[src/rtl/cpu_pkg.sv]
// Shared opcode, phase and sizing definitions for the CPU sequencer.
package cpu_pkg;

    localparam int unsigned OPCODE_W    = 4;
    localparam int unsigned PHASE_W     = 3;
    localparam int unsigned STACK_DEPTH = 8;
    localparam int unsigned DEPTH_W     = 4;
    localparam int unsigned COUNT_W     = 16;

    localparam logic [OPCODE_W-1:0] OP_STA = 4'b0000;
    localparam logic [OPCODE_W-1:0] OP_JMP = 4'b0001;
    localparam logic [OPCODE_W-1:0] OP_STP = 4'b0100;
    localparam logic [OPCODE_W-1:0] OP_LDA = 4'b0101;
    localparam logic [OPCODE_W-1:0] OP_JMS = 4'b0110;
    localparam logic [OPCODE_W-1:0] OP_BBL = 4'b0111;
    localparam logic [OPCODE_W-1:0] OP_LDR = 4'b1110;

    localparam logic [PHASE_W-1:0] PH_NONE  = 3'b000;
    localparam logic [PHASE_W-1:0] PH_FETCH = 3'b001;
    localparam logic [PHASE_W-1:0] PH_EXEC1 = 3'b010;
    localparam logic [PHASE_W-1:0] PH_EXEC2 = 3'b100;

    typedef enum logic [2:0] {
        S_IDLE,
        S_FWAIT,
        S_FETCH,
        S_PRE,
        S_EXEC1,
        S_EXEC2,
        S_FAULT
    } seq_state_e;

    // Opcodes that need the data memory before they may execute.
    function automatic logic is_dmem_op(input logic [OPCODE_W-1:0] op);
        return (op == OP_STA) || (op == OP_LDA) || (op == OP_LDR);
    endfunction

    // One-hot decoder phase seen while in a given state.
    function automatic logic [PHASE_W-1:0] phase_of(input seq_state_e s);
        case (s)
            S_FETCH: return PH_FETCH;
            S_EXEC1: return PH_EXEC1;
            S_EXEC2: return PH_EXEC2;
            default: return PH_NONE;
        endcase
    endfunction

endpackage

[src/rtl/seq_depth_counter.sv]
// Return-stack occupancy counter with registered full/empty flags.
module seq_depth_counter
    import cpu_pkg::*;
(
    input  logic               clk,
    input  logic               reset,
    input  logic               inc,
    input  logic               dec,
    output logic [DEPTH_W-1:0] count,
    output logic               full,
    output logic               empty
);

    logic [DEPTH_W-1:0] count_nxt;

    // Saturating next occupancy; simultaneous inc/dec cancels.
    always_comb begin
        count_nxt = count;
        if (inc && !dec && (count != DEPTH_W'(STACK_DEPTH))) begin
            count_nxt = count + DEPTH_W'(1);
        end else if (dec && !inc && (count != '0)) begin
            count_nxt = count - DEPTH_W'(1);
        end
    end

    // Occupancy and flags registered together so they never disagree.
    always_ff @(posedge clk) begin
        if (reset) begin
            count <= '0;
            full  <= 1'b0;
            empty <= 1'b1;
        end else begin
            count <= count_nxt;
            full  <= (count_nxt == DEPTH_W'(STACK_DEPTH));
            empty <= (count_nxt == '0);
        end
    end

endmodule

[src/rtl/cpu_sequencer.sv]
// Instruction phase sequencer: fetch / pre-check / exec1 / exec2 with stalls,
// halt handling, return-stack bounds checking and retired-instruction count.
module cpu_sequencer
    import cpu_pkg::*;
(
    input  logic                clk,
    input  logic                reset,
    input  logic                run,
    input  logic                halt_req,
    input  logic                imem_ready,
    input  logic                dmem_ready,
    input  logic [OPCODE_W-1:0] inst,
    output logic [PHASE_W-1:0]  state,
    output logic                halted,
    output logic                fault,
    output logic [DEPTH_W-1:0]  stack_depth,
    output logic [COUNT_W-1:0]  instr_count
);

    seq_state_e seq_state;
    seq_state_e seq_nxt;
    logic       halt_pend;
    logic       depth_full;
    logic       depth_empty;
    logic       push;
    logic       pop;

    assign push = (seq_state == S_EXEC1) && (inst == OP_JMS);
    assign pop  = (seq_state == S_EXEC1) && (inst == OP_BBL);

    seq_depth_counter u_depth (
        .clk   (clk),
        .reset (reset),
        .inc   (push),
        .dec   (pop),
        .count (stack_depth),
        .full  (depth_full),
        .empty (depth_empty)
    );

    // Next-state decision; a halt seen in EXEC2 itself still stops after retire.
    always_comb begin
        seq_nxt = seq_state;
        case (seq_state)
            S_IDLE: begin
                if (run && !halt_req) begin
                    seq_nxt = imem_ready ? S_FETCH : S_FWAIT;
                end
            end
            S_FWAIT: begin
                if (imem_ready) begin
                    seq_nxt = S_FETCH;
                end
            end
            S_FETCH: seq_nxt = S_PRE;
            S_PRE: begin
                if (((inst == OP_JMS) && depth_full) || ((inst == OP_BBL) && depth_empty)) begin
                    seq_nxt = S_FAULT;
                end else if (!(is_dmem_op(inst) && !dmem_ready)) begin
                    seq_nxt = S_EXEC1;
                end
            end
            S_EXEC1: seq_nxt = S_EXEC2;
            S_EXEC2: begin
                if (halt_pend || halt_req || (inst == OP_STP)) begin
                    seq_nxt = S_IDLE;
                end else begin
                    seq_nxt = imem_ready ? S_FETCH : S_FWAIT;
                end
            end
            S_FAULT: seq_nxt = S_FAULT;
            default: seq_nxt = S_IDLE;
        endcase
    end

    // State, registered phase/status outputs, halt latch and retire counter.
    always_ff @(posedge clk) begin
        if (reset) begin
            seq_state   <= S_IDLE;
            state       <= PH_NONE;
            halted      <= 1'b1;
            fault       <= 1'b0;
            halt_pend   <= 1'b0;
            instr_count <= '0;
        end else begin
            seq_state <= seq_nxt;
            state     <= phase_of(seq_nxt);
            halted    <= (seq_nxt == S_IDLE);
            fault     <= (seq_nxt == S_FAULT);
            if (seq_nxt == S_IDLE) begin
                halt_pend <= 1'b0;
            end else if (halt_req && (seq_state != S_IDLE) && (seq_state != S_FAULT)) begin
                halt_pend <= 1'b1;
            end
            if (seq_state == S_EXEC2) begin
                instr_count <= instr_count + COUNT_W'(1);
            end
        end
    end

endmodule

[config.mk]
export PLATFORM = sky130hd
export DESIGN_NAME = cpu_sequencer
export DESIGN_NICKNAME = d
export VERILOG_FILES = /design/src/rtl/cpu_pkg.sv /design/src/rtl/seq_depth_counter.sv /design/src/rtl/cpu_sequencer.sv
export SDC_FILE = /design/constraint.sdc
export NUM_CORES = 1
export LEC_CHECK = 0
export BUFFER_PORTS_ARGS = -buffer_cell sky130_fd_sc_hd__buf_2
export CAP_MARGIN = 20
export CORE_MARGIN = 2
export CORE_UTILIZATION = 58
export DETAILED_ROUTE_END_ITERATION = 8
export GPL_TIMING_DRIVEN = 0
export PLACE_DENSITY = 0.84
export SYNTH_ARGS = -nofsm -noshare
export SYNTH_HDL_FRONTEND = slang
export SYNTH_HIERARCHICAL = 1
export SYNTH_SLANG_ARGS = --single-unit
export TNS_END_PERCENT = 1
[constraint.sdc]
create_clock -name clk -period 5.1 [get_ports clk]
set_input_delay 0.765 -clock clk [delete_from_list [all_inputs] [get_ports clk]]
set_output_delay 0.765 -clock clk [all_outputs]
set_load 0.005 [all_outputs]
==> metrics.txt, run 1 <==
# TYPE chip_impl_metric gauge
chip_impl_info{name="outcome",value="finished, final reports clean"} 1
chip_impl_metric{name="dieArea",unit="um^2"} 3300
chip_impl_metric{name="yosys.area_share.simple",unit="%"} 28.9
chip_impl_info{name="setup.worst_path.end_class",value="flop"} 1
chip_impl_info{name="synth.most_common_cell",value="sky130_fd_sc_hd__dfxtp_1"} 1
chip_impl_metric{name="post_synthesis_instance_area",unit="um^2"} 1660
chip_impl_metric{name="place_inst",unit=""} 259
chip_impl_metric{name="nets",unit=""} 248
chip_impl_metric{name="grt_pass1_vias",unit=""} 1341
chip_impl_metric{name="cts_setup_buffers",unit=""} 0
chip_impl_metric{name="critPathRequiredTime",unit="ps"} 5390
chip_impl_metric{name="overflow",unit=""} 0
chip_impl_metric{name="peakVddDrop",unit="V"} 0.000240
chip_impl_metric{name="post-route-drc-count",unit=""} 0
chip_impl_metric{name="floorplan.initialDensity",unit="%"} 60.6
chip_impl_info{name="hold_path.class",value="flop to flop"} 1
chip_impl_info{name="synth_top_flop_cell",value="sky130_fd_sc_hd__dfxtp_1"} 1
chip_impl_info{name="timing.setup.critical_path_class",value="input pin to flop"} 1
chip_impl_metric{name="period_needed",unit="ps"} 2680
chip_impl_info{name="whs_endpoint",value="halt_pend$_SDFFE_PP0P_"} 1
chip_impl_metric{name="worstRegToRegCells",unit=""} 7
chip_impl_metric{name="synth_async_sr_flop_share",unit="%"} 0
chip_impl_metric{name="place.port_buffers",unit=""} 34
chip_impl_metric{name="core_occupancy_in_the_finished_layout",unit="%"} 71.4
chip_impl_metric{name="flow.area_growth_from_synthesis",unit="%"} 17.8
chip_impl_metric{name="initialDrtViolationCount",unit=""} 75
chip_impl_metric{name="initial_antenna_violation_count",unit=""} 0
chip_impl_metric{name="post_synth_fa_ha_maj_area_fraction",unit="%"} 2.27
chip_impl_info{name="critPathLaunchType",value="input pin"} 1
chip_impl_metric{name="total_number_of_vias",unit=""} 1536
chip_impl_metric{name="grt_use_met3",unit="%"} 6.12
chip_impl_metric{name="final.setup.tns",unit="ps"} 0
chip_impl_metric{name="detail_route.wirelength",unit="um"} 3240
chip_impl_metric{name="ctsHtreeMaxLevel",unit=""} 2
chip_impl_metric{name="syn_avg_cell_area",unit="um^2"} 8.54
chip_impl_metric{name="numCtsBuffers",unit=""} 5
chip_impl_metric{name="design.core.area",unit="um^2"} 2730
chip_impl_metric{name="postCtsHoldBufs",unit=""} 0
chip_impl_metric{name="distinct_cells_synth",unit=""} 54
chip_impl_metric{name="syn_nets",unit=""} 207
chip_impl_metric{name="grt_use_total",unit="%"} 21.7
chip_impl_info{name="synth_top_family_by_area",value="simple AND/OR/NAND/NOR gates"} 1
chip_impl_metric{name="maximum_number_of_pins_on_one_net_before_global_route_repair",unit=""} 11
chip_impl_metric{name="cts.reportedPaths.clkPinSlew",unit="ps"} 100
chip_impl_metric{name="later_pin_clock_latency_in_the_skew_report",unit="ps"} 340
chip_impl_metric{name="filler_free_cell_count_of_the_finished_design",unit=""} 267
chip_impl_metric{name="number_of_synthesized_flops_with_an_enable_pin",unit=""} 0
chip_impl_info{name="most_utilized_layer_in_the_global_route_result",value="met2"} 1
chip_impl_metric{name="antenna_cells",unit=""} 0
chip_impl_metric{name="post_cts_resize_count",unit=""} 0
chip_impl_metric{name="clock_skew",unit="ps"} 11.1
chip_impl_metric{name="post-route-period-util",unit="%"} 52.5
chip_impl_info{name="synthDominantAreaCellType",value="sky130_fd_sc_hd__dfxtp_1"} 1
chip_impl_metric{name="ctsLongestPathBuffers",unit=""} 2
chip_impl_metric{name="ys_seq_area_share",unit="%"} 37.5
chip_impl_metric{name="nFillCells",unit=""} 230
chip_impl_metric{name="placement_rows",unit=""} 19
chip_impl_metric{name="drt_pass1_iterations",unit=""} 4
chip_impl_metric{name="gr-usage-met2",unit="%"} 34.9
chip_impl_metric{name="arrival",unit="ps"} 2970
chip_impl_metric{name="setup_violations",unit=""} 0
chip_impl_metric{name="synth.area.mux_share",unit="%"} 1.81
chip_impl_metric{name="drive_gt1_share",unit="%"} 22.9
chip_impl_metric{name="yosysTopAreaCellShare",unit="%"} 37.5
chip_impl_info{name="synth_top_cells_by_area",value="sky130_fd_sc_hd__dfxtp_1 (37%), sky130_fd_sc_hd__xnor2_1 (5.3%), sky130_fd_sc_hd__nor2_1 (5.0%)"} 1
chip_impl_metric{name="area_fraction_in_compound_gates_after_synthesis",unit="%"} 15.2
chip_impl_info{name="cts_tree",value="built"} 1
chip_impl_metric{name="total_leakage_power",unit="nW"} 0.811
chip_impl_metric{name="critical_path.max_fanout",unit=""} 5
chip_impl_metric{name="route.detailed.vias_per_inst",unit=""} 5.75
chip_impl_info{name="min_from",value="halt_pend$_SDFFE_PP0P_"} 1
chip_impl_metric{name="dieHeight",unit="um"} 57.4
chip_impl_info{name="synthTopCellsByCount",value="sky130_fd_sc_hd__dfxtp_1 (31), sky130_fd_sc_hd__nor2_1 (22), sky130_fd_sc_hd__inv_1 (11), sky130_fd_sc_hd__nand2_1 (11), sky130_fd_sc_hd__xnor2_1 (10)"} 1
chip_impl_info{name="timing.rr.start",value="seq_state[1]$_SDFF_PP0_"} 1
chip_impl_metric{name="final_weighted_congestion_of_routability_driven_global_placement",unit=""} 0.779
chip_impl_metric{name="die_width",unit="um"} 57.4
chip_impl_metric{name="holdPathStages",unit=""} 2
chip_impl_metric{name="drv_slew",unit=""} 0
chip_impl_metric{name="antenna_violating_nets_post_route",unit=""} 0
chip_impl_metric{name="cts.sinks",unit=""} 31
chip_impl_metric{name="power_density",unit="nW/um^2"} 254
chip_impl_info{name="reg2reg_to",value="u_depth/full$_SDFF_PP0_"} 1
chip_impl_metric{name="final_hold_viol_count",unit=""} 0
chip_impl_metric{name="cap_violations",unit=""} 0
chip_impl_metric{name="dp_hpwl",unit="um"} 2360
chip_impl_metric{name="ys.warnings.count",unit=""} 6
chip_impl_metric{name="io_pins",unit=""} 35
chip_impl_metric{name="grt_first_pass_wirelength",unit="um"} 5600
chip_impl_info{name="grt_setup_unrepaired",value="no"} 1
chip_impl_info{name="cts_root_buffer",value="sky130_fd_sc_hd__clkbuf_4"} 1
chip_impl_metric{name="gate_count_of_the_mapped_netlist",unit=""} 194
chip_impl_metric{name="post_drt_wl_per_cell",unit="um"} 12.1
chip_impl_metric{name="postSynthRegisterBits",unit=""} 31
chip_impl_metric{name="timing.slew.headroom",unit="%"} 57.8
chip_impl_metric{name="synth-xor-area-share",unit="%"} 8.99
chip_impl_metric{name="worst_slew_pin_slew",unit="ps"} 628
chip_impl_metric{name="use_met1",unit="%"} 26.1
chip_impl_metric{name="reg2reg_setup_slack",unit="ps"} 2600
chip_impl_metric{name="achievable-frequency",unit="MHz"} 374
[kinds of logic (layout without fill, tap and decap cells)]
kind of cell               count (synthesis)  after routing
DFF                                       31             31
xor gates and xnor gates                  17             17
buffers and inverters                     20             62
muxes                                      3              3
and+or+nand+nor                           85             85
AOI/OAI and AO/OA                         35             35
adders and majority gates                  3              3
[metal layers]
| metal | share of wire, % | wire length [um] |
|---|---|---|
| met5 | 0 | 0 |
| met4 | 2.1 | 68 |
| met3 | 3.6 | 115 |
| met2 | 48 | 1550 |
| met1 | 46 | 1500 |
[report_power, final]
group | internal [mW] | total, mW | switching [mW] | leakage, nW
sequential | 0.247 | 0.252 | 0.00463 | 0.251
clock | 0.116 | 0.202 | 0.0858 | 0.0482
combinational | 0.0186 | 0.0420 | 0.0235 | 0.512
total | 0.381 | 0.495 | 0.114 | 0.811
[per-stage QoR]
| step | setup slack, ps | power (mW) | hold WS, ps | cell area [um^2] |
|---|---|---|---|---|
| finish | 2420 | 0.495 | 463 | 1950 |
| global route | 2300 | 0.515 | 494 | 1950 |
| CTS | 2430 | 0.498 | 462 | 1950 |
| detailed placement | 2060 | 0.299 | 447 | 1870 |
| global placement | 2060 | 0.298 | 439 | 1870 |
| floorplan | 2480 | 0.285 | 423 | 1660 |
[worst max-delay path by stage]
| stage | start | endpoint | cells past startpoint |
|---|---|---|---|
| finish | inst[3] | u_depth/full$_SDFF_PP0_ | 7 |
| global route | inst[3] | u_depth/empty$_SDFF_PP1_ | 8 |
| CTS | inst[3] | u_depth/full$_SDFF_PP0_ | 7 |
| detailed placement | inst[3] | u_depth/full$_SDFF_PP0_ | 7 |
| global placement | inst[3] | u_depth/full$_SDFF_PP0_ | 7 |
| floorplan | inst[3] | u_depth/full$_SDFF_PP0_ | 6 |
[layout by cell type (no fill, tap or decap), drive strengths merged, types with 4 or more instances in the layout]
master | Yosys | final
buf | 5 | 39
dfxtp | 31 | 31
nor2 | 22 | 22
inv | 12 | 12
nand2 | 11 | 11
xnor2 | 10 | 10
o21ai | 10 | 10
a21oi | 9 | 9
clkbuf | 3 | 9
xor2 | 7 | 7
nand3 | 7 | 7
nor3 | 6 | 6
nor4 | 5 | 5
or3 | 5 | 5
and3 | 4 | 4
[worst max-delay path: stages]
cell and delay, ps:
sky130_fd_sc_hd__buf_2 120, sky130_fd_sc_hd__nand3b_1 190, sky130_fd_sc_hd__nor4_1 560, sky130_fd_sc_hd__or4b_1 510, sky130_fd_sc_hd__or3_1 350, sky130_fd_sc_hd__a221oi_2 300, sky130_fd_sc_hd__and3_1 190
[final cells by class]
| class | instances | area, um^2 | area share [%] |
|---|---|---|---|
| plain buffers | 8 | 43.8 | 2.24 |
| clock buffers | 6 | 51.3 | 2.63 |
| clock inverters | 2 | 35.0 | 1.79 |
| inverters | 12 | 45.0 | 2.31 |
| multi-input cells | 143 | 947 | 48.5 |
| flip-flops and latches | 31 | 621 | 31.8 |
| well taps | 31 | 38.8 | 1.99 |
| repair buffers | 34 | 170 | 8.72 |
[state kept, by name (all words and copies together), names as in the netlist]
name	cells
u_depth/full	1
instr_count	16
seq_state	3
u_depth/empty	1
fault	1
halt_pend	1
halted	1
u_depth/count	4
state	3
Note: power is estimated with default switching activity, not from simulation.
==> run 2, diff against run 1 <==
--- a/config.mk
+++ b/config.mk
@@ -5,13 +5,14 @@
 export SDC_FILE = /design/constraint.sdc
 export NUM_CORES = 1
 export LEC_CHECK = 0
+export ABC_AREA = 1
 export BUFFER_PORTS_ARGS = -buffer_cell sky130_fd_sc_hd__buf_2
 export CAP_MARGIN = 20
 export CORE_MARGIN = 2
-export CORE_UTILIZATION = 58
+export CORE_UTILIZATION = 49
 export DETAILED_ROUTE_END_ITERATION = 8
 export GPL_TIMING_DRIVEN = 0
-export PLACE_DENSITY = 0.84
+export PLACE_DENSITY = 0.75
 export SYNTH_ARGS = -nofsm -noshare
 export SYNTH_HDL_FRONTEND = slang
 export SYNTH_HIERARCHICAL = 1
==> constraint.sdc (replaced) <==
create_clock -name clk -period 2.3 [get_ports clk]
set_input_delay 0.345 -clock clk [delete_from_list [all_inputs] [get_ports clk]]
set_output_delay 0.345 -clock clk [all_outputs]
set_load 0.005 [all_outputs]
==> run 2 against run 1 <==
Compared with the run above:
- combinational power rose to 4.4 times the previous value
- worst setup slack got worse by 2100 ps
- clock skew fell by 2.1 ps
- power rose by 130%
- count of clock-buffer cells in the layout rose by 2
- first-iteration DRC count rose by 2.7%
- core utilization fell by 10 points
- die area rose by 26%
==> metrics.txt, run 2 <==
# TYPE chip_impl_metric gauge
chip_impl_info{name="outcome",value="finished, final reports clean"} 1
chip_impl_metric{name="route.detailed.vias_per_inst",unit=""} 4.91
chip_impl_metric{name="overflow",unit=""} 0
chip_impl_metric{name="dieArea",unit="um^2"} 4150
chip_impl_metric{name="drv_slew",unit=""} 0
chip_impl_info{name="synth_top_flop_cell",value="sky130_fd_sc_hd__dfxtp_1"} 1
chip_impl_metric{name="placement_rows",unit=""} 21
chip_impl_metric{name="post-layout-total-power",unit="mW"} 1.12
chip_impl_metric{name="dp_worst_setup_slack",unit="ps"} 304
chip_impl_info{name="timing.setup.critical_path_class",value="flop to flop"} 1
chip_impl_metric{name="detail_route.wirelength",unit="um"} 3740
chip_impl_metric{name="grt_first_pass_wirelength",unit="um"} 6470
chip_impl_info{name="hold_path.class",value="input pin to flop"} 1
chip_impl_metric{name="distinct_cells_synth",unit=""} 33
chip_impl_metric{name="ys.warnings.count",unit=""} 6
chip_impl_metric{name="core_occupancy_in_the_finished_layout",unit="%"} 61.0
chip_impl_info{name="setup.worst_path.end_class",value="flop"} 1
chip_impl_metric{name="largest_register_ff_count",unit=""} 16
chip_impl_info{name="largest-register",value="instr_count"} 1
chip_impl_metric{name="die_width",unit="um"} 64.4
chip_impl_metric{name="peakVddDrop",unit="V"} 0.000307
chip_impl_metric{name="antenna_violating_nets_post_route",unit=""} 0
chip_impl_metric{name="filler_free_cell_count_of_the_finished_design",unit=""} 355
chip_impl_metric{name="gate_count_of_the_mapped_netlist",unit=""} 267
chip_impl_metric{name="io_pins",unit=""} 35
chip_impl_metric{name="flow.area_growth_from_synthesis",unit="%"} 16.6
chip_impl_metric{name="cts.sinks",unit=""} 31
chip_impl_metric{name="final_hold_viol_count",unit=""} 0
chip_impl_metric{name="final_weighted_congestion_of_routability_driven_global_placement",unit=""} 0.880
chip_impl_metric{name="grt_use_total",unit="%"} 19.9
chip_impl_metric{name="ctsLongestPathBuffers",unit=""} 2
chip_impl_metric{name="initial_antenna_violation_count",unit=""} 0
chip_impl_info{name="reg.largest.list",value="instr_count x16, u_depth/count x4"} 1
chip_impl_metric{name="critPathRequiredTime",unit="ps"} 2560
chip_impl_metric{name="finalWorstSetupSlack",unit="ps"} 279
chip_impl_metric{name="later_pin_clock_latency_in_the_skew_report",unit="ps"} 330
chip_impl_info{name="final_common_cell",value="sky130_fd_sc_hd__nand2_1"} 1
chip_impl_metric{name="post_drt_wl_per_cell",unit="um"} 10.5
chip_impl_metric{name="post_synthesis_instance_area",unit="um^2"} 1790
chip_impl_metric{name="synth_async_sr_flop_share",unit="%"} 0
chip_impl_info{name="min_from",value="reset"} 1
chip_impl_metric{name="drt_pass1_iterations",unit=""} 4
chip_impl_metric{name="achievable-frequency",unit="MHz"} 495
chip_impl_metric{name="total_number_of_vias",unit=""} 1744
chip_impl_metric{name="reg2reg_setup_slack",unit="ps"} 280
chip_impl_metric{name="syn_nets",unit=""} 280
chip_impl_metric{name="post-route-drc-count",unit=""} 0
chip_impl_metric{name="post-route-period-util",unit="%"} 87.9
chip_impl_metric{name="numCtsBuffers",unit=""} 5
chip_impl_metric{name="critical_path.max_fanout",unit=""} 5
chip_impl_info{name="grt_setup_unrepaired",value="no"} 1
chip_impl_metric{name="antenna_cells",unit=""} 0
chip_impl_info{name="most-common-layout-cells",value="sky130_fd_sc_hd__nand2_1 (64), sky130_fd_sc_hd__nor2_1 (42), sky130_fd_sc_hd__inv_1 (35)"} 1
chip_impl_metric{name="floorplan.initialDensity",unit="%"} 52.3
chip_impl_info{name="synthDominantAreaCellType",value="sky130_fd_sc_hd__dfxtp_1"} 1
chip_impl_metric{name="number_of_synthesized_flops_with_an_enable_pin",unit=""} 0
chip_impl_metric{name="place.port_buffers",unit=""} 34
chip_impl_metric{name="final.setup.tns",unit="ps"} 0
chip_impl_metric{name="nets",unit=""} 321
chip_impl_info{name="synth_top_cells_by_area",value="sky130_fd_sc_hd__dfxtp_1 (35%), sky130_fd_sc_hd__nand2_1 (13%), sky130_fd_sc_hd__nor2_1 (8.8%)"} 1
chip_impl_metric{name="post_cts_resize_count",unit=""} 0
chip_impl_metric{name="setup_violations",unit=""} 0
chip_impl_metric{name="yosysTopAreaCellShare",unit="%"} 34.7
chip_impl_info{name="timing.rr.start",value="seq_state[0]$_SDFF_PP0_"} 1
chip_impl_metric{name="dp_hpwl",unit="um"} 2900
chip_impl_metric{name="total_leakage_power",unit="nW"} 1.04
chip_impl_metric{name="postSynthRegisterBits",unit=""} 31
chip_impl_metric{name="ctsHtreeMaxLevel",unit=""} 2
chip_impl_metric{name="syn_avg_cell_area",unit="um^2"} 6.69
chip_impl_metric{name="clock_skew",unit="ps"} 9.03
chip_impl_metric{name="cts_setup_buffers",unit=""} 0
chip_impl_metric{name="maximum_number_of_pins_on_one_net_before_global_route_repair",unit=""} 11
chip_impl_metric{name="timing.slew.headroom",unit="%"} 54.8
chip_impl_metric{name="period_needed",unit="ps"} 2020
chip_impl_info{name="synthTopCellsByCount",value="sky130_fd_sc_hd__nand2_1 (64), sky130_fd_sc_hd__nor2_1 (42), sky130_fd_sc_hd__inv_1 (35)"} 1
chip_impl_metric{name="ys_seq_area_share",unit="%"} 34.7
chip_impl_metric{name="cap_violations",unit=""} 0
chip_impl_info{name="cts_tree",value="built"} 1
chip_impl_info{name="critPathLaunch",value="seq_state[0]$_SDFF_PP0_"} 1
chip_impl_metric{name="power_density",unit="nW/um^2"} 536
chip_impl_metric{name="place_inst",unit=""} 347
chip_impl_metric{name="initialDrtViolationCount",unit=""} 77
chip_impl_metric{name="postCtsHoldBufs",unit=""} 0
chip_impl_metric{name="grt_pass1_vias",unit=""} 1551
chip_impl_info{name="synth.most_common_cell",value="sky130_fd_sc_hd__nand2_1"} 1
chip_impl_info{name="critPathLaunchType",value="flop"} 1
chip_impl_metric{name="cts.reportedPaths.clkPinSlew",unit="ps"} 90
chip_impl_metric{name="design.core.area",unit="um^2"} 3420
chip_impl_metric{name="dieHeight",unit="um"} 64.4
chip_impl_metric{name="drive_gt1_share",unit="%"} 22.3
chip_impl_metric{name="worst_slew_pin_slew",unit="ps"} 671
chip_impl_info{name="cts_root_buffer",value="sky130_fd_sc_hd__clkbuf_4"} 1
chip_impl_metric{name="arrival",unit="ps"} 2280
run 2: stage by stage:
| stage | area (um^2) | hold WS (ps) |
|---|---|---|
| 2_1_floorplan | 1790 | 417 |
| 3_3_place_gp | 2010 | 478 |
| 3_5_place_dp | 2010 | 487 |
| 4_1_cts | 2080 | 261 |
| 5_1_grt | 2080 | 258 |
| 6_report | 2080 | 274 |
run 2: final timing paths:
check                           depth (start not counted)                           end
worst min register to register                          2  instr_count[15]$_SDFFE_PP0N_
worst max register to register                         11       u_depth/full$_SDFF_PP0_
worst min-delay path                                    2   u_depth/count[2]$_SDFF_PP0_
worst max-delay path                                   11       u_depth/full$_SDFF_PP0_
run 2: worst max-delay path, cell delays in order, from the launching register on:
cell                      delay [ps]
sky130_fd_sc_hd__dfxtp_1         360
sky130_fd_sc_hd__inv_1           120
sky130_fd_sc_hd__nand3_1         150
sky130_fd_sc_hd__nor4_1          540
sky130_fd_sc_hd__inv_2            90
sky130_fd_sc_hd__nor2_4          150
sky130_fd_sc_hd__nand2_2          80
sky130_fd_sc_hd__nand2_1          70
sky130_fd_sc_hd__nand2_2          60
sky130_fd_sc_hd__a21oi_2         140
sky130_fd_sc_hd__nand3_1          90
sky130_fd_sc_hd__nor2_1          100
run 2: cells by family (layout without fill, tap and decap cells):
group           Yosys count  count (layout)  synth area share, %
compound gates           21              21                 6.65
xor+xnor                  4               4                 1.96
fa+ha+maj                 3               3                 2.10
buf+inv                  44              86                 9.66
flops                    31              31                 34.7
simple gates            164             164                 44.9
run 2: layout make-up:
type	instances	area, um^2
inverters	42	158
clock buffers	8	68.8
plain buffers	2	15.0
flip-flops and latches	31	621
fillers	341	1330
repair buffers	34	170
multi-input cells	192	993
well taps	46	57.6
run 2: routing by layer:
metal | vias to the layer above | global-route usage, % | wire (um)
met5 | - | 0 | 0
met2 | 41 | 32.0 | 1680
met3 | 2 | 6.51 | 215
met1 | 772 | 25.5 | 1830
li1 | 929 | - | -
met4 | 0 | 5.59 | 16
run 2: power breakdown:
part / total, mW / internal (mW) / switching, mW
sequential: 0.575 / 0.561 / 0.0146
clock: 0.355 / 0.180 / 0.175
combinational: 0.186 / 0.0686 / 0.117
total: 1.12 / 0.809 / 0.307
